### config.mk
export PLATFORM = sky130hd
export DESIGN_NAME = dm_store_unit
export DESIGN_NICKNAME = d
export VERILOG_FILES = /design/src/rtl/dm_store_unit.sv
export SDC_FILE = /design/constraint.sdc
export NUM_CORES = 1
export LEC_CHECK = 0
export CORE_MARGIN = 1.5
export CORE_UTILIZATION = 38
export CTS_BUF_LIST = sky130_fd_sc_hd__clkbuf_8
export CTS_CLUSTER_DIAMETER = 80
export DETAILED_ROUTE_END_ITERATION = 12
export PLACE_DENSITY = 0.81
export RECOVER_POWER = 25
export SLEW_MARGIN = 10
export SYNTH_ARGS = -nofsm -noshare
export SYNTH_HDL_FRONTEND = slang
export SYNTH_SLANG_ARGS = --single-unit
### constraint.sdc
create_clock -name clk -period 2.68 [get_ports clk]
set_clock_uncertainty 0.15 [all_clocks]
set_input_delay 0.536 -clock clk [delete_from_list [all_inputs] [get_ports clk]]
set_output_delay 0.536 -clock clk [all_outputs]
set_load 0.02 [all_outputs]
### src/rtl/dm_store_unit.sv
// dm_store_unit: write-side store aligner for data memory.
// Turns a 32-bit register value plus store type (SW/SH/SB) into a
// lane-aligned, byte-enabled word write held in a one-entry output register
// with valid/ready handshakes on both sides. Counts completed writes
// (saturating) and handles misaligned stores.
// Build option: define DM_STORE_MISALIGN_TRAP_EN to drop misaligned stores
// and report them on misalign_err/bad_addr; otherwise misalignment is ignored.
module dm_store_unit #(
   parameter int ADDR_W = 32,
   parameter int CNT_W  = 16
) (
   input  logic              clk,
   input  logic              reset,
   input  logic              st_valid,
   output logic              st_ready,
   input  logic [ADDR_W-1:0] st_addr,
   input  logic [31:0]       st_data,
   input  logic [1:0]        st_op,
   output logic              mem_valid,
   input  logic              mem_ready,
   output logic [ADDR_W-1:0] mem_addr,
   output logic [31:0]       mem_wdata,
   output logic [3:0]        mem_be,
   output logic              misalign_err,
   output logic [ADDR_W-1:0] bad_addr,
   output logic [CNT_W-1:0]  store_cnt
);

   typedef enum logic {
      EMPTY = 1'b0,
      FULL  = 1'b1
   } state_t;

   state_t            r_state;
   logic [ADDR_W-1:0] r_mem_addr;
   logic [31:0]       r_mem_wdata;
   logic [3:0]        r_mem_be;
   logic [CNT_W-1:0]  r_store_cnt;

   logic              w_accept;
   logic              w_drain;
   logic              w_reserved;
   logic              w_write_op;
   logic [31:0]       w_wdata;
   logic [3:0]        w_be;

   assign mem_valid = (r_state == FULL);
   assign st_ready  = ~mem_valid | mem_ready;
   assign w_accept  = st_valid & st_ready;
   assign w_drain   = mem_valid & mem_ready;

   assign mem_addr  = r_mem_addr;
   assign mem_wdata = r_mem_wdata;
   assign mem_be    = r_mem_be;
   assign store_cnt = r_store_cnt;

   // Lane placement: replicate data across lanes and select byte enables
   always_comb begin
      w_wdata    = st_data;
      w_be       = 4'b0000;
      w_reserved = 1'b0;
      case (st_op)
         2'd0: begin
            w_wdata = st_data;
            w_be    = 4'b1111;
         end
         2'd1: begin
            w_wdata = {2{st_data[15:0]}};
            w_be    = st_addr[1] ? 4'b1100 : 4'b0011;
         end
         2'd2: begin
            w_wdata = {4{st_data[7:0]}};
            w_be    = 4'b0001 << st_addr[1:0];
         end
         default: begin
            w_wdata    = 32'h0000_0000;
            w_be       = 4'b0000;
            w_reserved = 1'b1;
         end
      endcase
   end

`ifdef DM_STORE_MISALIGN_TRAP_EN
   logic              w_misaligned;
   logic              r_misalign_err;
   logic [ADDR_W-1:0] r_bad_addr;

   // Misalignment detection: SW needs a word address, SH a halfword address
   always_comb begin
      w_misaligned = 1'b0;
      case (st_op)
         2'd0:    w_misaligned = (st_addr[1:0] != 2'b00);
         2'd1:    w_misaligned = st_addr[0];
         default: w_misaligned = 1'b0;
      endcase
   end

   assign w_write_op = ~w_reserved & ~w_misaligned;

   // Misalign report: one-cycle pulse and sticky capture of the bad address
   always_ff @(posedge clk or posedge reset) begin
      if (reset) begin
         r_misalign_err <= 1'b0;
         r_bad_addr     <= {ADDR_W{1'b0}};
      end else begin
         r_misalign_err <= w_accept & w_misaligned;
         if (w_accept && w_misaligned) begin
            r_bad_addr <= st_addr;
         end
      end
   end

   assign misalign_err = r_misalign_err;
   assign bad_addr     = r_bad_addr;
`else
   assign w_write_op   = ~w_reserved;
   assign misalign_err = 1'b0;
   assign bad_addr     = {ADDR_W{1'b0}};
`endif

   // Output register FSM: load on accept, release on drain, count drains
   always_ff @(posedge clk or posedge reset) begin
      if (reset) begin
         r_state     <= EMPTY;
         r_mem_addr  <= {ADDR_W{1'b0}};
         r_mem_wdata <= 32'h0000_0000;
         r_mem_be    <= 4'b0000;
         r_store_cnt <= {CNT_W{1'b0}};
      end else begin
         case (r_state)
            EMPTY, FULL: begin
               if (w_accept && w_write_op) begin
                  r_state     <= FULL;
                  r_mem_addr  <= {st_addr[ADDR_W-1:2], 2'b00};
                  r_mem_wdata <= w_wdata;
                  r_mem_be    <= w_be;
               end else if (w_drain) begin
                  r_state <= EMPTY;
               end else begin
                  r_state <= r_state;
               end
            end
            default: r_state <= EMPTY;
         endcase
         if (w_drain && (r_store_cnt != {CNT_W{1'b1}})) begin
            r_store_cnt <= r_store_cnt + {{(CNT_W-1){1'b0}}, 1'b1};
         end
      end
   end

endmodule

== Yosys cells after proc, flatten, opt, wreduce, memory -nomap -nowiden ==
Cells that the tools add are included.
Widths: inputs -> output; s select.

* Reduce and logical (&&, ||, !) cells: 5
* Bitwise gates (word level): 4
* Mux-type cells: 5
* Shift-type cells: 1
* Eq/ne operators: 3
* $add $sub $neg: 1

{| class="wikitable"
|+ Operators by type and width
! kind !! count
|-
| $pmux 32 s3 || 1
|-
| $add 16x1->16 const B || 1
|-
| $ne 16x16->1 const B || 1
|-
| $pmux 4 s3 || 1
|-
| $mux 4 || 1
|-
| $shl 1x2->4 const A || 1
|-
| $reduce_or 3->1 || 1
|-
| $and 1x1->1 || 2
|-
| $eq 2x1->1 const B || 1
|-
| $eq 2x2->1 const B || 1
|-
| $logic_and 1x1->1 || 2
|-
| $logic_not 2->1 || 1
|-
| $mux 1 || 2
|-
| $reduce_bool 2->1 || 1
|-
| $not 1->1 || 1
|-
| $or 1x1->1 || 1
|}

* Input bits: 70
* Register bits after elaboration: 83
* Output and inout port bits: 119
* Logic and storage cells: 24

== Logic depth before layout (Yosys ltp) ==
Gate-level depths: netlist of the first run.

* Word-level depth: 5
* Mapped depth: 6
* Mapped depth without buffers: 5

== Least setup slack after synthesis of the first run ==
No wires, ideal clock.

* Kind: input to register
* Start point: input mem_ready
* End point: register r_mem_addr[19], in the netlist mem_addr[19]
* Data arrival time: 1720 ps
* Data required time: 2405 ps
* Path buffers: 2
* Slack: 685 ps
* Library setup time: 125 ps
* Stages: 5
* Cell sequence: nand2b_1 nand3_1 buf_2 buf_2 mux2_2

* Longest elaborated chain between the ends: 3

{| class="wikitable"
|+ RTL lines
! what !! RTL line !! source
|-
| from (decl) || 20 || <nowiki>input logic mem_ready,</nowiki>
|-
| $or 1x1->1 || 48 || <nowiki>assign st_ready = ~mem_valid | mem_ready;</nowiki>
|-
| $and 1x1->1 || 49 || <nowiki>assign w_accept = st_valid & st_ready;</nowiki>
|-
| $logic_and 1x1->1 || 132 || <nowiki>if (w_accept && w_write_op) begin</nowiki>
|-
| to (signal assigned) || 125 || <nowiki>r_mem_addr <= {ADDR_W{1'b0}};</nowiki>
|-
| to (signal assigned) || 134 || <nowiki>r_mem_addr <= {st_addr[ADDR_W-1:2], 2'b00};</nowiki>
|-
| to (decl) || 35 || <nowiki>logic [ADDR_W-1:0] r_mem_addr;</nowiki>
|}

Every way passes these cells.
A chain may end at the register's enable or synchronous reset.

== Final worst setup path of the first run ==
* Start point: input mem_ready
* End point: output st_ready

* Longest elaborated chain between the ends: 1

{| class="wikitable"
|+ RTL lines
! what !! RTL line !! source
|-
| $or 1x1->1 || 48 ||
|-
| to (decl) || 15 || <nowiki>output logic st_ready,</nowiki>
|}

Every way passes these cells.

==> impl_metrics.py, run 1 <==
metrics = {
    "run_status": {
        "status": "finished, final reports clean",
    },
    "flow_run": {
        "cap_violations": 0,
    },
    "place": {
        "placed_area_sq_um": 5580,
        "dp_slack_ns": 0.198,
        "place.gp.congestion": 0.756,
        "hpwl_um": 7090,
        "numPortBuffers": 153,
        "post-place-cells": 648,
    },
    "logic_synthesis": {
        "synth_seq_cells": 83,
        "synth-edff-count": 0,
        "ys_seq_area_share_pct": 52.2,
        "synth_cell_types": 35,
        "syn_inst": 368,
        "synth.top_cells.by_count": "dfrtp_1, mux2_2, buf_4, nand2_1, a21oi_1",
        "ys_warn_count": 0,
        "syn_area_per_cell_sq_um": 10.8,
        "mappedNetlistArea_sq_um": 3980,
        "synth_async_sr_flop_share_pct": 100,
        "synth_area_leaders": "dfrtp_1, mux2_2, buf_4",
        "yosysTopAreaCell": "dfrtp_1",
        "yosys.cell_count.top_type": "dfrtp_1",
        "synth_top_area_share_pct": 52.2,
        "synthFlopType": "dfrtp_1",
    },
    "clock_tree": {
        "cts.sinks": 83,
        "root_buffer": "clkbuf_8",
        "cts_setup_buffers": 0,
        "cts_inserted_buffers": 9,
        "cts.htree.levels": 3,
        "clk_latency_ns": 0.34,
        "tritoncts": "done",
        "hold_buffers": 0,
        "clk_path_buf_depth": 2,
        "cts_resized": 0,
        "clkTransAtPathRegs_ns": 0.08,
    },
    "routing": {
        "wl_per_cell_um": 14.3,
        "vias_per_cell": 4.83,
        "dr.pass1.iters": 4,
        "post-route-drc-count": 0,
        "ant_nets": 0,
        "dr_total_vias": 3200,
        "drt_iter0_drc": 117,
        "wl_um": 9490,
    },
    "timing": {
        "finalSetupViolCount": 0,
        "fmax_mhz": 402,
        "rsz0062_at_grt": "no",
        "whs_ns": 0.334,
        "setup_ws_ns": 0.191,
        "timing.slew.headroom_pct": 25.2,
        "hold_viol_final": 0,
        "final_max_slew_viol_count": 0,
        "finalCriticalPeriod_ns": 2.49,
        "fin_crit_sh_pct": 92.9,
        "setup_tns_ns": 0,
        "worst_pin_slew_ns": 1.12,
    },
    "critical_path": {
        "critPathLaunchType": "input pin",
        "crit_path_top_delay_cell": "clkdlybuf4s50_1",
        "path_cells": "clkdlybuf4s50_1 > nand2b_1 > clkdlybuf4s50_1",
        "crit_type": "in -> out",
        "crit_top_cell": "clkdlybuf4s50_1",
        "required_ns": 1.99,
        "crit_path_end_kind": "output pin",
        "worst_path_largest_cell_delay_ns": 0.61,
        "cp.arrival_ns": 1.80,
        "crit_fanout": 3,
        "r2r_slack_ns": 0.78,
        "r2r_cells": 5,
    },
    "layout": {
        "multi_input_area_sq_um": 1690,
        "drive_above_1_share_pct": 14.0,
        "syn_to_final_growth_pct": 45.5,
        "final_util_pct": 56.5,
        "regArea_sq_um": 2080,
        "insertedDiodeCount": 0,
        "finalInstanceArea_sq_um": 5790,
        "fin_nets": 594,
        "layoutNonFillerInstCount": 663,
        "fillers": 867,
    },
    "pwr": {
        "p_per_area_nw_per_um2": 672,
        "leakagePower_nw": 2.50,
        "ir_drop_mv": 0.323,
        "p_total_mw": 3.89,
    },
    "global_routing": {
        "antenna_found_initial": 0,
        "grt_pass1_wl_um": 15700,
        "grt_max_degree": 84,
        "gr-total-overflow": 0,
        "grt_usage_pct": 17.7,
        "grt_pass1_vias": 3143,
    },
    "hold_path": {
        "holdPathStages": 2,
        "hold_path_class": "reg -> reg",
    },
    "die": {
        "die_x_um": 105,
        "die_h_um": 105,
        "io_pins": 189,
        "fp.dieArea_sq_um": 11100,
        "rows": 37,
        "initial_core_util_pct": 38.9,
        "core_area_sq_um": 10200,
    },
}
[routing by layer]
metal / track usage (%) / share of wire [%] / vias to the layer above
met5: 0 / 0 / -
met4: 5.48 / 1.2 / 0
met1: 23.0 / 43 / 1541
li1: - / - / 1517
met3: 4.08 / 6.2 / 10
met2: 29.4 / 50 / 132
[final cells by class]
cell class,count,area share [%]
clock inverter,5,1.36
tap,136,2.94
clock buffer,10,2.38
sequential,83,35.9
inverter,2,0.195
timing repair buffer,163,28.0
multi-input combinational,264,29.2
[where the power goes]
group / switching (mW) / internal, mW / total (mW)
clock: 0.434 / 0.542 / 0.976
sequential: 0.165 / 1.47 / 1.63
combinational: 0.636 / 0.646 / 1.28
total: 1.23 / 2.65 / 3.89
[sequential cells by signal (all words and copies together), names as in the netlist]
| register | flops |
|---|---|
| mem_valid | 1 |
| mem_addr | 30 |
| store_cnt | 16 |
| mem_be | 4 |
| mem_wdata | 32 |
[cells in the final DEF, fill, tap and decap left out, drive strengths merged, types with 2 or more instances in the layout]
master	n
a21oi	31
a31oi	4
a41oi	2
and3	2
buf	9
bufinv	2
clkbuf	11
clkdlybuf4s50	152
clkinvlp	3
conb	35
dfrtp	83
inv	2
mux2	40
mux2i	16
nand2	35
nand2b	3
nand3	4
nand4	9
nor2	22
nor2b	10
nor3	3
o21ai	29
or2	2
xnor2	3
xor2	6
[cells by family after synthesis]
kind of cell    count (synthesis)  synth area share, %
compound gates                 69                 9.44
xor+xnor                        9                 1.98
fa+ha+maj                       1                0.315
buf+inv                        55                 8.75
flops                          83                 52.2
mux                            56                 15.4
other cells                     1               0.0943
simple gates                   94                 11.7
[path summary, 6_finish.rpt]
path                                from            end
max                            mem_ready       st_ready
min                        mem_wdata[15]  mem_wdata[15]
max reg2reg                 store_cnt[0]   store_cnt[1]
min reg2reg                mem_wdata[15]  mem_wdata[15]
max in group asynchronous          reset  mem_wdata[19]
min in group asynchronous          reset   mem_addr[28]
[worst max-delay path: cells and delay by family]
kind / cells / cell delay [ns]
buffers and inverters: 2 / 1.11
and+or+nand+nor: 1 / 0.15
Power figures use the tool's default switching activity.
==> run 2, diff against run 1 <==
--- a/config.mk
+++ b/config.mk
@@ -7,7 +7,7 @@
 export LEC_CHECK = 0
 export CORE_MARGIN = 1.5
 export CORE_UTILIZATION = 38
-export CTS_BUF_LIST = sky130_fd_sc_hd__clkbuf_8
+export CTS_BUF_LIST = sky130_fd_sc_hd__clkbuf_2
 export CTS_CLUSTER_DIAMETER = 80
 export DETAILED_ROUTE_END_ITERATION = 12
 export PLACE_DENSITY = 0.81
==> run 2 against run 1 <==
  * Via count increased by 0.84%
  * Critical endpoint unchanged
  * Routed wire length decreased by 0.52%
  * The flow now finishes with violations (capacitance limit, slew limit)
  * Critical path type unchanged
  * Sequential power about the same
==> impl_metrics.py, run 2 (synthesized netlist as in run 1, its figures left out) <==
metrics = {
    "run_status": {
        "status": "finished, violations left",
        "violations": "capacitance limit, slew limit",
    },
    "place": {
        "post-place-cells": 648,
        "hpwl_um": 7090,
        "numPortBuffers": 153,
        "place.gp.congestion": 0.756,
    },
    "clock_tree": {
        "tritoncts": "done",
        "root_buffer": "clkbuf_2",
        "cts_inserted_buffers": 9,
        "hold_buffers": 0,
        "cts.htree.levels": 3,
        "clk_latency_ns": 0.53,
        "cts_resized": 0,
        "cts_setup_buffers": 0,
        "clkTransAtPathRegs_ns": 0.19,
        "cts.sinks": 83,
        "clk_path_buf_depth": 2,
    },
    "critical_path": {
        "crit_top_cell": "clkdlybuf4s50_1",
        "critPathTopFamily": "buffers and inverters",
        "crit_type": "in -> out",
        "required_ns": 1.99,
        "r2r_cells": 5,
        "regToRegStartpoint": "store_cnt[0]",
        "rr_endpoint": "store_cnt[1]",
        "crit_path_end_kind": "output pin",
        "critPathLaunchType": "input pin",
        "cp.arrival_ns": 1.81,
        "worst_path_largest_cell_delay_ns": 0.61,
        "r2r_slack_ns": 0.77,
        "path_cells": "clkdlybuf4s50_1 > nand2b_1 > clkdlybuf4s50_1",
        "crit_fanout": 3,
        "path_buf_inv": 2,
        "crit_path_top_delay_cell": "clkdlybuf4s50_1",
    },
    "timing": {
        "timing.slew.headroom_pct": -21.2,
        "rsz0062_at_grt": "no",
        "setup_tns_ns": 0,
        "hold_viol_final": 0,
        "finalSetupViolCount": 0,
        "finalCriticalPeriod_ns": 2.49,
        "fmax_mhz": 401,
        "fin_crit_sh_pct": 93.0,
        "final_max_slew_viol_count": 84,
        "worst_pin_slew_ns": 1.82,
    },
    "die": {
        "io_pins": 189,
        "rows": 37,
        "die_x_um": 105,
        "die_h_um": 105,
        "fp.dieArea_sq_um": 11100,
        "initial_core_util_pct": 38.9,
        "core_area_sq_um": 10200,
    },
    "routing": {
        "drt_iter0_drc": 111,
        "post-route-drc-count": 0,
        "wl_um": 9450,
        "vias_per_cell": 4.87,
        "dr.pass1.iters": 4,
        "wl_per_cell_um": 14.2,
        "ant_nets": 0,
        "dr_total_vias": 3227,
    },
    "hold_path": {
        "hold_start": "mem_wdata[15]",
        "min_to": "mem_wdata[15]",
        "hold_path_class": "reg -> reg",
        "holdPathStages": 2,
    },
    "layout": {
        "syn_to_final_growth_pct": 43.2,
        "layoutNonFillerInstCount": 663,
        "layout_common_cells": "clkdlybuf4s50_1, dfrtp_1, mux2_2, nand2_1, conb_1",
        "regArea_sq_um": 2080,
        "final_common_cell": "clkdlybuf4s50_1",
        "insertedDiodeCount": 0,
        "fin_nets": 594,
        "fillers": 887,
        "multi_input_area_sq_um": 1690,
        "largest_reg_flops": 32,
        "drive_above_1_share_pct": 14.0,
    },
    "pwr": {
        "ir_drop_mv": 0.319,
        "leakagePower_nw": 2.46,
        "p_per_area_nw_per_um2": 637,
    },
    "global_routing": {
        "gr-total-overflow": 0,
        "grt_usage_pct": 17.8,
        "antenna_found_initial": 0,
        "grt_pass1_vias": 3140,
        "grt_max_degree": 84,
        "grt_pass1_wl_um": 15700,
    },
    "flow_run": {
        "cap_violations": 1,
    },
}
[run 2: final cells by class]
type / instances / area share [%]
Timing Repair Buffer: 163 / 28.4
Tap cell: 136 / 2.99
Sequential cell: 83 / 36.5
Inverter: 2 / 0.198
Clock inverter: 5 / 1.38
Clock buffer: 10 / 0.879
Multi-Input combinational cell: 264 / 29.7
[run 2: how the worst max path moves through the flow]
stage	endpoint	startpoint	cells past startpoint
after floorplan	mem_addr[19]	mem_ready	5
after global placement	st_ready	mem_ready	3
after detailed placement	st_ready	mem_ready	3
after CTS	st_ready	mem_ready	3
after global routing	mem_wdata[15]	reset	3
final	st_ready	mem_ready	3
[run 2: tightest hold or removal path, cell delays in order (launching register included)]
cell and delay (ns):
dfrtp_1 0.39, nand2_1 0.05, o21ai_0 0.06
[run 2: stage by stage]
| step | worst slack [ns] | power [mW] | area [sq um] | hold slack [ns] | util [%] |
|---|---|---|---|---|---|
| 2_1_floorplan | 0.685 | 2.31 | 4110 | 0.440 | - |
| 3_3_place_gp | 0.235 | 2.92 | 5580 | 0.313 | 54.6 |
| 3_5_place_dp | 0.198 | 2.95 | 5580 | 0.325 | 54.6 |
| 4_1_cts | 0.188 | 3.68 | 5710 | 0.274 | 55.8 |
| 5_1_grt | 0.119 | 3.84 | 5700 | 0.358 | 55.7 |
| 6_report | 0.187 | 3.63 | 5700 | 0.359 | 55.7 |
[run 2: metal layers]
layer | vias to the layer above | GRT usage [%] | part of all wire, %
li1 | 1518 | - | -
met1 | 1555 | 22.8 | 42
met2 | 140 | 29.3 | 49
met3 | 14 | 4.45 | 6.5
met4 | 0 | 6.07 | 1.7
met5 | - | 0 | 0
[run 2: where the power goes]
part / switching (mW) / leakage (nW) / internal [mW]
Sequential: 0.166 / 1.03 / 1.46
Clock: 0.414 / 0.0717 / 0.304
Combinational: 0.636 / 1.36 / 0.646
Total: 1.22 / 2.46 / 2.41
==> run 3, diff against run 2 <==
==> constraint.sdc (replaced) <==
create_clock -name clk -period 2.68 [get_ports clk]
set_clock_uncertainty 0.15 [all_clocks]
set_input_delay 0.268 -clock clk [delete_from_list [all_inputs] [get_ports clk]]
set_output_delay 0.268 -clock clk [all_outputs]
set_load 0.02 [all_outputs]
==> run 3 against run 2 <==
  * The flow still finishes with violations (capacitance limit, slew limit)
  * Clock power down 11%
  * Critical path depth up 3
  * Setup slack better by 0.061 ns
  * Register-to-register slack worse by 0.38 ns
  * Die area unchanged
==> impl_metrics.py, run 3 (synthesized netlist as in run 1, its figures left out) <==
metrics = {
    "die": {
        "die_h_um": 105,
        "fp.dieArea_sq_um": 11100,
        "io_pins": 189,
        "die_x_um": 105,
        "rows": 37,
        "initial_core_util_pct": 38.9,
        "core_area_sq_um": 10200,
    },
    "timing": {
        "setup_tns_ns": 0,
        "timing.slew.headroom_pct": -0.908,
        "final_max_slew_viol_count": 34,
        "worst_pin_slew_ns": 1.51,
        "finalSetupViolCount": 0,
        "finalCriticalPeriod_ns": 2.43,
        "rsz0062_at_grt": "no",
        "setup_ws_ns": 0.248,
        "fin_crit_sh_pct": 90.8,
        "hold_viol_final": 0,
        "fmax_mhz": 411,
    },
    "pwr": {
        "ir_drop_mv": 0.319,
        "clkPwrFrac_pct": 17.9,
        "seqPwrFrac_pct": 46.0,
        "p_per_area_nw_per_um2": 627,
        "swShare_pct": 34.6,
        "p_int_mw": 2.32,
        "p_total_mw": 3.54,
        "p_sw_mw": 1.23,
        "pwr-share-comb_pct": 36.1,
        "leakagePower_nw": 2.45,
    },
    "clock_tree": {
        "clk_path_buf_depth": 2,
        "clkTransAtPathRegs_ns": 0.22,
        "root_buffer": "clkbuf_2",
        "cts_inserted_buffers": 9,
        "clk_latency_ns": 0.54,
        "tritoncts": "done",
        "cts.htree.levels": 3,
        "cts_resized": 0,
        "cts.sinks": 83,
    },
    "layout": {
        "finalInstanceArea_sq_um": 5660,
        "drive_above_1_share_pct": 13.7,
        "final_common_cell": "clkdlybuf4s50_1",
        "syn_to_final_growth_pct": 42.3,
        "final_util_pct": 55.3,
        "layout_common_cells": "clkdlybuf4s50_1, dfrtp_1, mux2_2, nand2_1, conb_1",
        "fin_nets": 592,
        "largest_reg_flops": 32,
        "insertedDiodeCount": 0,
    },
    "global_routing": {
        "met3_usage_pct": 3.53,
        "use_met1_pct": 22.3,
        "grt_max_degree": 58,
        "grt_pass1_vias": 3104,
        "grt_usage_pct": 17.8,
        "gr-total-overflow": 0,
        "antenna_found_initial": 0,
        "grt.busiest_layer": "met2",
        "use_met2_pct": 30.3,
        "grt_pass1_wl_um": 15500,
    },
    "routing": {
        "wl_per_cell_um": 14.5,
        "wl_um": 9620,
        "dr.pass1.iters": 4,
        "drt_iter0_drc": 83,
        "vias_per_cell": 4.78,
        "dr_total_vias": 3162,
        "ant_nets": 0,
        "post-route-drc-count": 0,
    },
    "critical_path": {
        "required_ns": 2.97,
        "path_cells": "dlygate4sd3_1 > buf_4 > nand2_1 > nand3_4 > clkbuf_2 > mux2_2",
        "critPathLaunchType": "input pin",
        "crit_path_end_kind": "flop",
        "crit_type": "in -> reg",
        "crit_path_top_delay_cell": "clkbuf_2",
        "crit_start": "st_op[0]",
        "worst_path_largest_cell_delay_ns": 0.83,
        "crit_fanout": 57,
        "regToRegStartpoint": "mem_valid",
        "cp.arrival_ns": 2.72,
    },
    "hold_path": {
        "hold_start": "st_addr[4]",
        "hold_path_class": "in -> reg",
    },
    "flow_run": {
        "cap_violations": 1,
    },
    "run_status": {
        "status": "finished, violations left",
        "violations": "capacitance limit, slew limit",
    },
    "place": {
        "place.gp.congestion": 0.853,
        "placed_area_sq_um": 5560,
        "hpwl_um": 7250,
        "dp_slack_ns": 0.297,
        "numPortBuffers": 153,
    },
}
[run 3: changes by cell type in the layout (fill, tap and decap cells not counted), moves of 2 or more]
cell,change
buf_4,-3
clkinvlp_4,-2
clkdlybuf4s50_1,-2
dlygate4sd3_1,+3
clkinv_2,+3
[run 3: cell type report]
cell class / count / area, sq um
flip-flops and latches: 83 / 2080
well taps: 136 / 170
repair buffers: 161 / 1600
clock buffers: 10 / 50.0
inverters: 2 / 8.76
clock inverters: 6 / 56.3
multi-input cells: 264 / 1690
fillers: 898 / 4570
[run 3: power groups by stage]
stage / combinational, mW / sequential (mW) / clock [mW]
after floorplan: 0.415 / 1.90 / 0
after global placement: 1.27 / 1.64 / 0
after detailed placement: 1.29 / 1.65 / 0
after CTS: 1.30 / 1.63 / 0.658
after global routing: 1.36 / 1.66 / 0.708
final: 1.28 / 1.63 / 0.636
[run 3: path summary, 6_finish.rpt]
check / endpoint / slack [ns] / depth (start not counted)
max: mem_addr[28] / 0.25 / 6
min: mem_addr[4] / 0.17 / 2
max reg2reg: mem_addr[28] / 0.39 / 4
min reg2reg: mem_wdata[17] / 0.36 / 2
max in group asynchronous: mem_wdata[10] / 0.63 / 4
min in group asynchronous: mem_addr[12] / 0.90 / 3
[run 3: worst max-delay path, delay by kind of cell]
family,cells,cell delay [ns]
buffers and inverters,3,1.70
muxes,1,0.42
and+or+nand+nor,2,0.28
[run 3: what timing repair did]
item | CTS | global route
setup buffers | 0 | 0
hold buffers | 1 | 0
hold endpoints to repair | 33 | 0
[run 3: metrics by stage]
step | hold WS (ns) | cells
final | 0.167 | 662
after global routing | 0.124 | 662
after CTS | 0.132 | 662
after floorplan | 0.232 | 402
after global placement | 0.319 | 645
after detailed placement | 0.326 | 645
[run 3: per-layer routing]
layer / share of wire [%] / up-vias
li1: - / 1508
met1: 42 / 1506
met2: 50 / 138
met3: 6.8 / 10
met4: 1.6 / 0
met5: 0 / -
